File: config.mk
export PLATFORM = sky130hd
export DESIGN_NAME = can_mux_bus_slave_flat
export DESIGN_NICKNAME = d
export VERILOG_FILES = /design/src/rtl/can_mux_bus_slave_if.sv /design/src/rtl/can_mux_bus_slave.sv /design/src/flat_wrapper.sv
export SDC_FILE = /design/constraint.sdc
export NUM_CORES = 1
export LEC_CHECK = 0
export CORE_UTILIZATION = 45
export CTS_BUF_LIST = sky130_fd_sc_hd__clkbuf_4 sky130_fd_sc_hd__clkbuf_8
export CTS_CLUSTER_DIAMETER = 80
export CTS_CLUSTER_SIZE = 30
export DETAILED_ROUTE_END_ITERATION = 7
export GPL_TIMING_DRIVEN = 0
export HOLD_SLACK_MARGIN = 0.1
export PLACE_DENSITY = 0.88
export SLEW_MARGIN = 20
export SYNTH_ARGS = -nofsm -noshare
export SYNTH_HDL_FRONTEND = slang
export SYNTH_SLANG_ARGS = --single-unit
File: constraint.sdc
create_clock -name clk_i -period 1.65 [get_ports clk_i]
set_input_delay 0.33 -clock clk_i [delete_from_list [all_inputs] [get_ports clk_i]]
set_output_delay 0.33 -clock clk_i [all_outputs]
set_load 0.005 [all_outputs]
File: src/rtl/can_mux_bus_slave_if.sv
// Multiplexed 8051-style host bus plus the register-file strobe side.
// slave: the bus responder; master: host pads and register file.
interface can_mux_bus_slave_if #(
  parameter int AW = 8,
  parameter int DW = 8
);
  logic          cs_can_i;
  logic          ale_i;
  logic          rd_i;
  logic          wr_i;
  logic [DW-1:0] port_i;
  logic [DW-1:0] port_o;
  logic          port_oe_o;
  logic [AW-1:0] addr_o;
  logic [DW-1:0] wdata_o;
  logic          we_o;
  logic          re_o;
  logic [DW-1:0] rdata_i;
  logic          busy_o;
  logic          err_o;

  modport slave (
    input  cs_can_i, ale_i, rd_i, wr_i, port_i, rdata_i,
    output port_o, port_oe_o, addr_o, wdata_o,
    output we_o, re_o, busy_o, err_o
  );

  modport master (
    output cs_can_i, ale_i, rd_i, wr_i, port_i, rdata_i,
    input  port_o, port_oe_o, addr_o, wdata_o,
    input  we_o, re_o, busy_o, err_o
  );
endinterface

File: src/rtl/can_mux_bus_slave.sv
// Multiplexed host bus responder producing one-cycle register strobes.
// Define CAN_BUS_SYNC_EN to put 2-flop synchronizers on the bus inputs.
module can_mux_bus_slave #(
  parameter int AW      = 8,
  parameter int DW      = 8,
  parameter int TIMEOUT = 16
) (
  input  logic               clk_i,
  input  logic               rst_i,
  can_mux_bus_slave_if.slave bus
);

  localparam logic [2:0] S_IDLE  = 3'd0;
  localparam logic [2:0] S_ADDR  = 3'd1;
  localparam logic [2:0] S_CMD   = 3'd2;
  localparam logic [2:0] S_WRITE = 3'd3;
  localparam logic [2:0] S_READ  = 3'd4;

  localparam logic [7:0] TO_LAST = 8'(TIMEOUT - 1);

  logic          cs;
  logic          ale;
  logic          rd;
  logic          wr;
  logic [DW-1:0] pd;

`ifdef CAN_BUS_SYNC_EN
  logic [DW+3:0] sync1;
  logic [DW+3:0] sync2;

  // two-stage synchronizer ahead of the bus view
  always_ff @(posedge clk_i or negedge rst_i) begin
    if (!rst_i) begin
      sync1 <= '0;
      sync2 <= '0;
    end else begin
      sync1 <= {bus.cs_can_i, bus.ale_i, bus.rd_i,
                bus.wr_i, bus.port_i};
      sync2 <= sync1;
    end
  end

  assign {cs, ale, rd, wr, pd} = sync2;
`else
  assign cs  = bus.cs_can_i;
  assign ale = bus.ale_i;
  assign rd  = bus.rd_i;
  assign wr  = bus.wr_i;
  assign pd  = bus.port_i;
`endif

  logic [2:0]    state;
  logic [7:0]    cnt;
  logic [AW-1:0] addr_r;
  logic [DW-1:0] wdata_r;
  logic [DW-1:0] port_r;
  logic          we_r;
  logic          re_r;
  logic          err_r;

  // Each state is only entered with its strobe seen high, so a
  // low level inside ADDR/WRITE/READ is the falling edge itself.
  always_ff @(posedge clk_i or negedge rst_i) begin
    if (!rst_i) begin
      state   <= S_IDLE;
      cnt     <= '0;
      addr_r  <= '0;
      wdata_r <= '0;
      port_r  <= '0;
      we_r    <= 1'b0;
      re_r    <= 1'b0;
      err_r   <= 1'b0;
    end else begin
      we_r  <= 1'b0;
      re_r  <= 1'b0;
      err_r <= 1'b0;
      unique case (state)
        S_IDLE: begin
          if (cs && ale) begin
            state  <= S_ADDR;
            addr_r <= pd[AW-1:0];
          end
        end
        S_ADDR: begin
          port_r <= rdata_q();
          if (!cs) begin
            state <= S_IDLE;
            err_r <= 1'b1;
          end else if (ale) begin
            addr_r <= pd[AW-1:0];
          end else begin
            cnt <= '0;
            if (wr) begin
              state   <= S_WRITE;
              wdata_r <= pd;
              err_r   <= rd;
            end else if (rd) begin
              state <= S_READ;
              re_r  <= 1'b1;
            end else begin
              state <= S_CMD;
            end
          end
        end
        S_CMD: begin
          port_r <= rdata_q();
          if (!cs) begin
            state <= S_IDLE;
            err_r <= 1'b1;
          end else if (wr) begin
            state   <= S_WRITE;
            wdata_r <= pd;
            err_r   <= rd;
          end else if (rd) begin
            state <= S_READ;
            re_r  <= 1'b1;
          end else if (ale) begin
            state  <= S_ADDR;
            addr_r <= pd[AW-1:0];
          end else if (cnt == TO_LAST) begin
            state <= S_IDLE;
            err_r <= 1'b1;
          end else begin
            cnt <= cnt + 8'd1;
          end
        end
        S_WRITE: begin
          if (!wr) begin
            state <= S_IDLE;
            we_r  <= 1'b1;
          end else if (!cs) begin
            state <= S_IDLE;
            err_r <= 1'b1;
          end else begin
            wdata_r <= pd;
          end
        end
        S_READ: begin
          port_r <= rdata_q();
          if (!rd || !cs) begin
            state <= S_IDLE;
          end
        end
        default: begin
          state <= S_IDLE;
        end
      endcase
    end
  end

  function automatic logic [DW-1:0] rdata_q();
    return bus.rdata_i;
  endfunction

  // drive the pad only while the host is actually reading
  always_comb begin
    bus.port_oe_o = 1'b0;
    unique case (state)
      S_CMD:   bus.port_oe_o = cs & rd & ~wr;
      S_READ:  bus.port_oe_o = cs & rd;
      default: bus.port_oe_o = 1'b0;
    endcase
  end

  assign bus.port_o  = port_r;
  assign bus.addr_o  = addr_r;
  assign bus.wdata_o = wdata_r;
  assign bus.we_o    = we_r;
  assign bus.re_o    = re_r;
  assign bus.err_o   = err_r;
  assign bus.busy_o  = (state != S_IDLE);

endmodule

File: src/flat_wrapper.sv
// flat-port wrapper written by rule: the top's interface ports become plain ports
module can_mux_bus_slave_flat 
#(
  parameter int AW      = 8,
  parameter int DW      = 8,
  parameter int TIMEOUT = 16
)
  (clk_i, rst_i, bus_cs_can_i, bus_ale_i, bus_rd_i, bus_wr_i, bus_port_i, bus_rdata_i, bus_port_o, bus_port_oe_o, bus_addr_o, bus_wdata_o, bus_we_o, bus_re_o, bus_busy_o, bus_err_o);
  can_mux_bus_slave_if #(.AW(AW), .DW(DW)) bus_i ();
  input  logic clk_i;
  input  logic rst_i;
  input wire logic [$bits(bus_i.cs_can_i)-1:0] bus_cs_can_i;
  input wire logic [$bits(bus_i.ale_i)-1:0] bus_ale_i;
  input wire logic [$bits(bus_i.rd_i)-1:0] bus_rd_i;
  input wire logic [$bits(bus_i.wr_i)-1:0] bus_wr_i;
  input wire logic [$bits(bus_i.port_i)-1:0] bus_port_i;
  input wire logic [$bits(bus_i.rdata_i)-1:0] bus_rdata_i;
  output wire logic [$bits(bus_i.port_o)-1:0] bus_port_o;
  output wire logic [$bits(bus_i.port_oe_o)-1:0] bus_port_oe_o;
  output wire logic [$bits(bus_i.addr_o)-1:0] bus_addr_o;
  output wire logic [$bits(bus_i.wdata_o)-1:0] bus_wdata_o;
  output wire logic [$bits(bus_i.we_o)-1:0] bus_we_o;
  output wire logic [$bits(bus_i.re_o)-1:0] bus_re_o;
  output wire logic [$bits(bus_i.busy_o)-1:0] bus_busy_o;
  output wire logic [$bits(bus_i.err_o)-1:0] bus_err_o;
  assign bus_i.cs_can_i = bus_cs_can_i;
  assign bus_i.ale_i = bus_ale_i;
  assign bus_i.rd_i = bus_rd_i;
  assign bus_i.wr_i = bus_wr_i;
  assign bus_i.port_i = bus_port_i;
  assign bus_i.rdata_i = bus_rdata_i;
  assign bus_port_o = bus_i.port_o;
  assign bus_port_oe_o = bus_i.port_oe_o;
  assign bus_addr_o = bus_i.addr_o;
  assign bus_wdata_o = bus_i.wdata_o;
  assign bus_we_o = bus_i.we_o;
  assign bus_re_o = bus_i.re_o;
  assign bus_busy_o = bus_i.busy_o;
  assign bus_err_o = bus_i.err_o;
  can_mux_bus_slave #(.AW(AW), .DW(DW), .TIMEOUT(TIMEOUT)) u_core (.clk_i(clk_i), .rst_i(rst_i), .bus(bus_i));
endmodule
==> results.json <==
{
  "status": "finished with violations",
  "violations": "setup timing",
  "worst_slew_pin_slew_ns": 0.5930,
  "dp.final_hpwl_mm": 2.831,
  "critPathLaunchType": "flip-flop",
  "ant_nets": 0,
  "grt_max_degree": 31,
  "synth_area_um2": 1877,
  "drc": 0,
  "slowest_delay_ns": 0.44,
  "drtPass1Iterations": 4,
  "finalCritPeriodShare_pct": 104.5,
  "dieHeight_um": 66.58,
  "ys_seq_elements": 38,
  "numCtsBuffers": 5,
  "slew_violations": 0,
  "synth_most_common_cell": "dfrtp_1",
  "yosysTopAreaCellShare_pct": 50.67,
  "cp_slowest_cell": "dfrtp_1",
  "yosys.area.top_type": "dfrtp_1",
  "numClockSinks": 38,
  "layout-drive-gt1-share_pct": 38.82,
  "row_count": 23,
  "initial_core_util_pct": 46.92,
  "yosys_warnings": 0,
  "avgSynthCellArea_um2": 11.59,
  "cts-root-buf": "clkbuf_8",
  "finalSetupTns_ns": -0.2854,
  "seq_area_frac_synth_pct": 50.67,
  "hold_violations": 0,
  "synth_common_cells": "38 x dfrtp_1, 26 x mux2_2, 9 x o21ai_0, 8 x a21oi_1",
  "critical_path_class": "reg2out",
  "crit_fanout": 10,
  "fin_crit_ns": 1.725,
  "post_dp_cell_area_um2": 2437,
  "worstPathArrival_ns": 1.39,
  "cp_cell_sequence": "buf_6 > or3_1 > buf_2",
  "insertion_delay_ns": 0.29,
  "cts_tree": "done",
  "fin_nets": 259,
  "ys_types": 40,
  "crit_buf_inv": 2,
  "setup_viol": 8,
  "setup_slack_ns": -0.07476,
  "rr_worst_depth": 5,
  "holdPathStages": 2,
  "coreArea_um2": 4000,
  "fp.dieArea_um2": 4433,
  "synth_cells": 162,
  "power_leakage_nw": 1.193,
  "areaGrowthSynthToFinish_pct": 52.73,
  "max_freq_mhz": 579.8,
  "grt_usage_pct": 23.43,
  "synthFlopType": "dfrtp_1",
  "ioPinCount": 51,
  "antenna_cells": 0,
  "drt-vias-per-instance": 5.606,
  "fin_util_pct": 71.66,
  "skew_ns": 0.005895,
  "synthTopCellsByArea": "dfrtp_1 51%, mux2_2 16%, o22a_1 2.8%, o21ai_0 2.4%, a21oi_1 2.1%",
  "gp_congestion": 0.8646,
  "max-vdd-ir-drop_mv": 0.9081,
  "rsz0062_at_grt": "true",
  "syn-num-nets": 185,
  "cts_max_path_buffers": 2,
  "dieWidth_um": 66.58,
  "path_delay_family": "flip-flops",
  "overflow": 0,
  "antenna_found_initial": 0,
  "wl_per_cell_um": 17.77,
  "hold_class": "in2reg",
  "wirelength_mm": 5.099,
  "drt_iter0_drc": 140,
  "h-tree-depth": 2,
  "final_cell_area_um2": 2867,
  "clkTransAtPathRegs_ns": 0.08,
  "numPortBuffers": 47,
  "synth_edf_count": 0,
  "worstPathRequired_ns": 1.32,
  "grt_pass1_vias": 1615,
  "drv_cap": 0,
  "p_per_area_nw_per_um2": 1536,
  "slew_headroom_pct": 60.47,
  "grt_first_pass_wirelength_mm": 7.583,
  "endpoint_kind": "primary output",
  "cp.depth": 3,
  "async_reset_ff_share_pct": 100.0,
  "via_count": 1609
}
## metrics by stage
| step | worst slack (ns) | power [W] | hold slack (ns) | instances |
|---|---|---|---|---|
| 2_1_floorplan | 0.002407 | 0.002277 | 0.03441 | 162 |
| 3_3_place_gp | -0.6703 | 0.003084 | 0.4868 | 259 |
| 3_5_place_dp | -0.5627 | 0.003124 | 0.2124 | 260 |
| 4_1_cts | -0.04417 | 0.004273 | 0.3439 | 285 |
| 5_1_grt | -0.1206 | 0.004621 | 0.3945 | 287 |
| 6_report | -0.07476 | 0.004403 | 0.3881 | 287 |
## final timing paths
kind                                       from                   end  slack, ns
max                             u_core.state[2]            bus_busy_o      -0.07
min                                    bus_rd_i      u_core.bus.err_o       0.39
max reg2reg                       u_core.cnt[0]         u_core.cnt[7]      -0.05
min reg2reg                u_core.bus.port_o[0]  u_core.bus.port_o[0]       0.51
max in group asynchronous                 rst_i  u_core.bus.port_o[2]       0.76
min in group asynchronous                 rst_i       u_core.state[0]       0.44
## timing repair
| item | 4_1_cts | 5_1_grt |
|---|---|---|
| endpoints found under the setup margin | 34 | 35 |
| pin swaps | 10 | 6 |
| setup buffers | 16 | 2 |
| endpoints found under the hold margin | 8 | 0 |
| hold buffers | 1 | 0 |
| gates resized for setup | 36 | 11 |
## cell usage in the layout, fill, tap and decap left out, types with 4 or more instances in the layout
cell type        count
nor3_2               4
nand2b_1             4
clkbuf_8             6
nor2_1               4
nand2_1              5
mux2_2              24
buf_4               16
dfrtp_1             38
buf_2                6
buf_6                6
o22a_1               6
o21ai_0              8
clkdlybuf4s50_1     43
a21oi_1              8
## registers in the layout (all words and copies together) (netlist names)
name and count:
u_core.bus.addr_o 8, u_core.bus.port_o 8, u_core.bus.wdata_o 8, u_core.cnt 8
u_core.state 3, u_core.bus.err_o 1, u_core.bus.re_o 1, u_core.bus.we_o 1
## layout make-up
cell class	instances	area, um^2
multi-input cells	109	984.7
well taps	50	62.56
repair buffers	67	644.4
inverters	4	15.01
plain buffers	11	100.1
clock inverters	3	40.04
clock buffers	5	68.82
fillers	262	1134
flip-flops and latches	38	950.9
## power breakdown
group / internal [W] / switching [W]
registers: 0.00125 / 0.000157
logic: 0.00136 / 0.000859
clock network: 0.000445 / 0.000334
total: 0.00305 / 0.00135
## cells by family after synthesis
logic type,count (synthesis),synth area share (%)
AND/OR/NAND/NOR,44,14.13
AO/OA/AOI/OAI,38,14.87
flip-flops,38,50.67
multiplexers,26,15.60
buffers and inverters,15,4.066
adder cells (fa/ha/maj),1,0.6666
## metal layers
layer  global-route usage, %  up-vias  routed length (um)
met1                   27.67      782                2043
met3                   6.507       13                 286
li1                        -      741                   -
met2                   38.76       73                2628
met4                   11.70        0                 140
met5                       0        -                   0
Power figures use the tool's default switching activity.
